File: src/rtl/tsc_fetch_unit.sv
// Instruction-fetch stage for the TSC CPU: owns the PC, runs a req/ack handshake to
// instruction memory and holds each word for decode. Optional JMP predecode: TSC_JMP_PREDECODE_EN.
module tsc_fetch_unit #(
    parameter int PC_WIDTH   = 16,
    parameter int INST_WIDTH = 16,
    parameter logic [PC_WIDTH-1:0] RESET_PC = '0,
    parameter int CNT_WIDTH  = 16
) (
    input  logic                  clk,
    input  logic                  reset_cpu,
    input  logic                  cpu_enable,
    output logic                  mem_req,
    output logic [PC_WIDTH-1:0]   mem_addr,
    input  logic                  mem_ack,
    input  logic [INST_WIDTH-1:0] mem_rdata,
    output logic                  inst_valid,
    output logic [INST_WIDTH-1:0] inst,
    output logic [PC_WIDTH-1:0]   inst_pc,
    input  logic                  inst_ready,
    input  logic                  redirect_valid,
    input  logic [PC_WIDTH-1:0]   redirect_pc,
    output logic [7:0]            PC_below8bit,
    output logic [CNT_WIDTH-1:0]  num_inst
);

    typedef enum logic [1:0] {
        IDLE = 2'd0,
        REQ  = 2'd1,
        HOLD = 2'd2,
        KILL = 2'd3
    } state_t;

    state_t                state;
    state_t                launch_state;
    logic [PC_WIDTH-1:0]   pc;
    logic [PC_WIDTH-1:0]   fetch_next_pc;
    logic                  req_q;
    logic                  valid_q;
    logic [INST_WIDTH-1:0] inst_q;
    logic [PC_WIDTH-1:0]   inst_pc_q;
    logic [CNT_WIDTH-1:0]  count_q;

    // Where the unit goes whenever nothing is in flight or held any more.
    assign launch_state = cpu_enable ? REQ : IDLE;

`ifdef TSC_JMP_PREDECODE_EN
    // An absolute JMP in the returning word steers the PC without waiting for decode.
    always_comb begin
        fetch_next_pc = pc + PC_WIDTH'(1);
        if (mem_rdata[15:12] == 4'h9) begin
            fetch_next_pc = {pc[PC_WIDTH-1:12], mem_rdata[11:0]};
        end
    end
`else
    always_comb begin
        fetch_next_pc = pc + PC_WIDTH'(1);
    end
`endif

    always_ff @(posedge clk) begin
        if (!reset_cpu) begin
            state     <= IDLE;
            pc        <= RESET_PC;
            req_q     <= 1'b0;
            valid_q   <= 1'b0;
            inst_q    <= '0;
            inst_pc_q <= '0;
            count_q   <= '0;
        end else begin
            case (state)
                IDLE: begin
                    if (redirect_valid) begin
                        pc <= redirect_pc;
                    end
                    if (cpu_enable) begin
                        state <= REQ;
                        req_q <= 1'b1;
                    end
                end
                // A request stays up until acked, regardless of cpu_enable.
                REQ: begin
                    if (mem_ack) begin
                        if (redirect_valid) begin
                            pc    <= redirect_pc;
                            state <= launch_state;
                            req_q <= cpu_enable;
                        end else begin
                            inst_q    <= mem_rdata;
                            inst_pc_q <= pc;
                            pc        <= fetch_next_pc;
                            state     <= HOLD;
                            req_q     <= 1'b0;
                            valid_q   <= 1'b1;
                        end
                    end else if (redirect_valid) begin
                        pc    <= redirect_pc;
                        state <= KILL;
                        req_q <= 1'b0;
                    end
                end
                KILL: begin
                    if (redirect_valid) begin
                        pc <= redirect_pc;
                    end
                    if (mem_ack) begin
                        state <= launch_state;
                        req_q <= cpu_enable;
                    end
                end
                HOLD: begin
                    if (inst_ready) begin
                        count_q <= count_q + CNT_WIDTH'(1);
                    end
                    if (redirect_valid) begin
                        pc <= redirect_pc;
                    end
                    if (inst_ready || redirect_valid) begin
                        valid_q <= 1'b0;
                        state   <= launch_state;
                        req_q   <= cpu_enable;
                    end
                end
                default: begin
                    state   <= IDLE;
                    req_q   <= 1'b0;
                    valid_q <= 1'b0;
                end
            endcase
        end
    end

    assign mem_req      = req_q;
    assign mem_addr     = pc;
    assign inst_valid   = valid_q;
    assign inst         = inst_q;
    assign inst_pc      = inst_pc_q;
    assign num_inst     = count_q;
    assign PC_below8bit = pc[7:0];

    // A request and a held instruction are mutually exclusive.
    always_ff @(posedge clk) begin
        if (reset_cpu) begin
            assert (!(req_q && valid_q));
            assert (req_q == (state == REQ));
            assert (valid_q == (state == HOLD));
        end
    end

endmodule

File: config.mk
export PLATFORM = sky130hd
export DESIGN_NAME = tsc_fetch_unit
export DESIGN_NICKNAME = d
export VERILOG_FILES = /design/src/rtl/tsc_fetch_unit.sv
export SDC_FILE = /design/constraint.sdc
export NUM_CORES = 1
export LEC_CHECK = 0
export CAP_MARGIN = 20
export CORE_ASPECT_RATIO = 0.7
export CORE_MARGIN = 1.5
export CORE_UTILIZATION = 45
export DETAILED_ROUTE_END_ITERATION = 12
export PLACE_DENSITY = 0.84
export SYNTH_ARGS = -nofsm -noshare
export SYNTH_HDL_FRONTEND = slang
export SYNTH_SLANG_ARGS = --single-unit
File: constraint.sdc
create_clock -name clk -period 2.08 [get_ports clk]
set_input_delay 0.416 -clock clk [delete_from_list [all_inputs] [get_ports clk]]
set_output_delay 0.416 -clock clk [all_outputs]
set_load 0.01 [all_outputs]
# Word level (Yosys, flattened, before mapping)
# Index checks and enable logic that the tools add are counted.
# totals
regBits	68
latchBits	0
ramBits	0
romBits	0
inputBits	38
out_inout_bits	74
wordCells	50
n_memories	0
# classes
addsub	2
multipliers	0
n_div	0
magnitude_cmp	0
n_eq_ne	9
n_shift	0
muxes	23
bitwise	1
n_reduce_logical	8
# ops
op	n
$mux W16	3
$add A16 B1 Y16 const B	2
$pmux W16 S2	1
$mux W2	6
$mux W1	10
$ne A2 B2 Y1 const B	5
$pmux W2 S4	1
$reduce_and A4 Y1	2
$eq A2 B2 Y1 const B	2
$pmux W1 S4	1
$ne A3 B3 Y1 const B	1
$reduce_and A3 Y1	1
$reduce_or A3 Y1	1
$eq A2 B1 Y1 const B	1
$logic_not A2 Y1	1
$pmux W1 S2	1
$reduce_and A2 Y1	1
$reduce_bool A2 Y1	1
$logic_or A1 B1 Y1	1
$not A1 Y1	1

# Depth between registers and ports, before layout
# depth
ltp_word	4
ltp_mapped	6
depth_no_buf	5

# Least setup slack after synthesis
# Ideal clock, no wire load.
# synth_path
path_type	register to register
start	register pc[2], in the netlist mem_addr[2]
end	register pc[15], in the netlist mem_addr[15]
arrival_time_ns	1.469
required_time_ns	1.953
slack_ns	0.484
stages_incl_launch_ff	6
path_buffers	1
cell_sequence	dfxtp_1 buf_2 nand3_1 or4_1 o21ai_1 o211ai_1
# synth_between
elab_chain_cells	4
# synth_lines
item	line_no	rtl
from (decl)	35	logic [PC_WIDTH-1:0] pc;
from (signal assigned)	73	pc <= redirect_pc;
from (signal assigned)	84	pc <= redirect_pc;
from (signal assigned)	90	pc <= fetch_next_pc;
$add A16 B1 Y16	56	fetch_next_pc = pc + PC_WIDTH'(1);
$mux W16	83	if (redirect_valid) begin
$mux W16	82	if (mem_ack) begin
$pmux W16 S2	70	case (state)
# No other way between the ends.
# A chain may end at the register's enable or synchronous reset.

# Final worst setup path
# layout_path
start	register pc[3], in the netlist mem_addr[3]
end	output port PC_below8bit[3]
# layout_rtl
item	line_no	rtl
to (decl)	22	output logic [7:0] PC_below8bit,
# No word-level cell between the ends.

==> metrics.txt <==
initial antenna violation count 0; syn_nets 411; P&R area growth vs syn 47.4%; outcome complete, no violations; multi-input logic area 0.00154 mm^2; vias in the first global route 2939; die area 0.00738 mm^2; Inserted Diodes 0; Top Family by Delay on Critical Path buffers and inverters; largest stage delay on the critical path 0.61 ns; sequential share of the synthesized area 44.1%; pre-CTS WS 0.0189 ns; row count 25; Crit-path slowest cell clkdlybuf4s50_1; Routed Antenna Nets 0; # Post-CTS Setup Buffers 0; Tmin final 1.91 ns; Hold Crit Class register to register; relative slew slack 68.2%; crit path kind register to output port; WL per Instance 14.9 um; Worst-Skew Late Latency 0.35 ns; first-pass GRT wire length 13700 um; FF-to-FF path depth 6; vias post-DR 3057; Initial Util 46.1%; final worst slack 0.174 ns; measured slew at the worst slew-check pin 0.477 ns; worst clock skew 0.0144 ns; Yosys reg bits 68; vias per cell 5.28; Data arrival, critical path 1.49 ns; Clk pin slew, worst setup/hold paths 0.08 ns; Die Span X 102 um; overall routing resource usage 24.2%; PD cells 678 mW/mm^2; CTS resizes 0; # port buffers 111; largest net degree at the start of global routing 37; CTS buffer count 9; Final Max Tran Viols 0; WP data required 1.66 ns; Synth async-reset ratio 0%; Buf/Inv on CP 1; fin crit share 91.6%; drt first-iter violations 139; cell taking the most area after synthesis dfxtp_1; clk root buf clkbuf_8; static leakage 1.60 nW; Unique masters post-synth 42; number of synthesized flops with an enable pin 0; Die Ht 72.3 um; Longest Clk Path Bufs 2; filler cell count 554; Synth top cells by count 77 x nand2_1, 68 x dfxtp_1, 49 x a21oi_1; fraction of layout cells with a size suffix above 1 9.90%; Yosys Warn Count 0; core footprint 0.00669 mm^2; NumNets Final 520; Worst setup SP type register; Sink Count 68; crit path cell chain clkdlybuf4s50_1; H-tree depth 3; count leader, synth nand2_1; most common flop cell mapped by yosys dfxtp_1; maximum vdd drop 0.354 mV; CTS tree yes; maximum fanout along the worst path 8; Crit. path cell count 1; Setup crit end kind output port; FMAX 525 MHz; gr ovfl total 0; final WL 8650 um; Max Cap Violations 0; RSZ-0062 raised after global routing no; final setup fails 0; DRC errors left 0; final hold vios 0; First-pass DRT Iterations 5; setup TNS 0 ns; Sequential cell area 0.00136 mm^2; post-detail-place hpwl 6250 um; gpl congestion 0.912; synthesized area 0.00309 mm^2; # IOs 112; ranking of synthesized cells by area dfxtp_1 44%, nand2_1 9.4%, a21oi_1 7.9%; hold buffers post-CTS 0; worst hold stages 2; post-synth top area share 44.1%; Synth Instances 371; Synth Area per Inst 8.32 um^2
==> placed cells by master, fill, tap and decap left out, types with 8 or more instances in the layout <==
| cell | Yosys | routed |
|---|---|---|
| nand3_1 | 15 | 15 |
| buf_4 | 9 | 17 |
| nor3_1 | 9 | 9 |
| a21oi_1 | 49 | 49 |
| nor2_1 | 16 | 16 |
| clkbuf_8 | 0 | 10 |
| o21ai_0 | 15 | 15 |
| nand4_1 | 8 | 8 |
| clkdlybuf4s50_1 | 0 | 111 |
| xnor2_1 | 20 | 20 |
| dfxtp_1 | 68 | 68 |
| nand2_1 | 77 | 77 |
==> per-stage QoR <==
stage | utilization [%] | instances | hold WS, ns | total power, mW | area, um^2
after detailed placement | 64.3 | 563 | 0.450 | 1.78 | 4300
after floorplan | - | 371 | 0.481 | 1.58 | 3090
after CTS | 68.0 | 579 | 0.460 | 3.11 | 4550
after global placement | 64.3 | 563 | 0.441 | 1.77 | 4300
after global routing | 68.0 | 579 | 0.474 | 3.22 | 4550
final | 68.0 | 579 | 0.458 | 3.09 | 4550
==> report_power, final <==
part | internal [mW] | leakage [nW] | total (mW) | switching [mW]
sequential | 1.34 | 0.553 | 1.39 | 0.0537
clock | 0.829 | 0.122 | 1.33 | 0.504
combinational | 0.205 | 0.925 | 0.362 | 0.157
total | 2.37 | 1.60 | 3.09 | 0.715
==> worst paths after layout <==
kind                                  start         endpoint  slack (ns)
worst min-delay path                inst[3]          inst[3]        0.46
worst max register to register     state[1]       inst_pc[5]        0.19
worst max-delay path            mem_addr[3]  PC_below8bit[3]        0.17
worst min register to register      inst[3]          inst[3]        0.46
==> registers in the layout, indices dropped and copies added, names as in the netlist <==
signal	cells
inst	16
inst_pc	16
inst_valid	1
mem_addr	16
mem_req	1
num_inst	16
state	2
==> final cells by class <==
| class | instances | area share, % |
|---|---|---|
| Multi-Input combinational cell | 266 | 33.9 |
| Sequential cell | 68 | 29.9 |
| Timing Repair Buffer | 129 | 27.7 |
| Clock buffer | 10 | 3.02 |
| Tap cell | 94 | 2.58 |
| Clock inverter | 6 | 2.45 |
| Inverter | 6 | 0.495 |
==> routing by layer <==
| metal | vias up | wire length (um) | GRT usage [%] |
|---|---|---|---|
| met5 | - | 0 | 0 |
| met4 | 0 | 140 | 7.31 |
| met2 | 125 | 3940 | 38.5 |
| met3 | 13 | 836 | 11.6 |
| li1 | 1485 | - | - |
| met1 | 1434 | 3730 | 29.2 |
==> logic make-up after synthesis <==
family | synth area share [%]
and+or+nand+nor | 27.1
AOI/OAI and AO/OA | 13.3
DFF | 44.1
buffers and inverters | 6.00
xor gates and xnor gates | 6.81
muxes | 1.94
adders and majority gates | 0.810
Power figures use the tool's default switching activity.
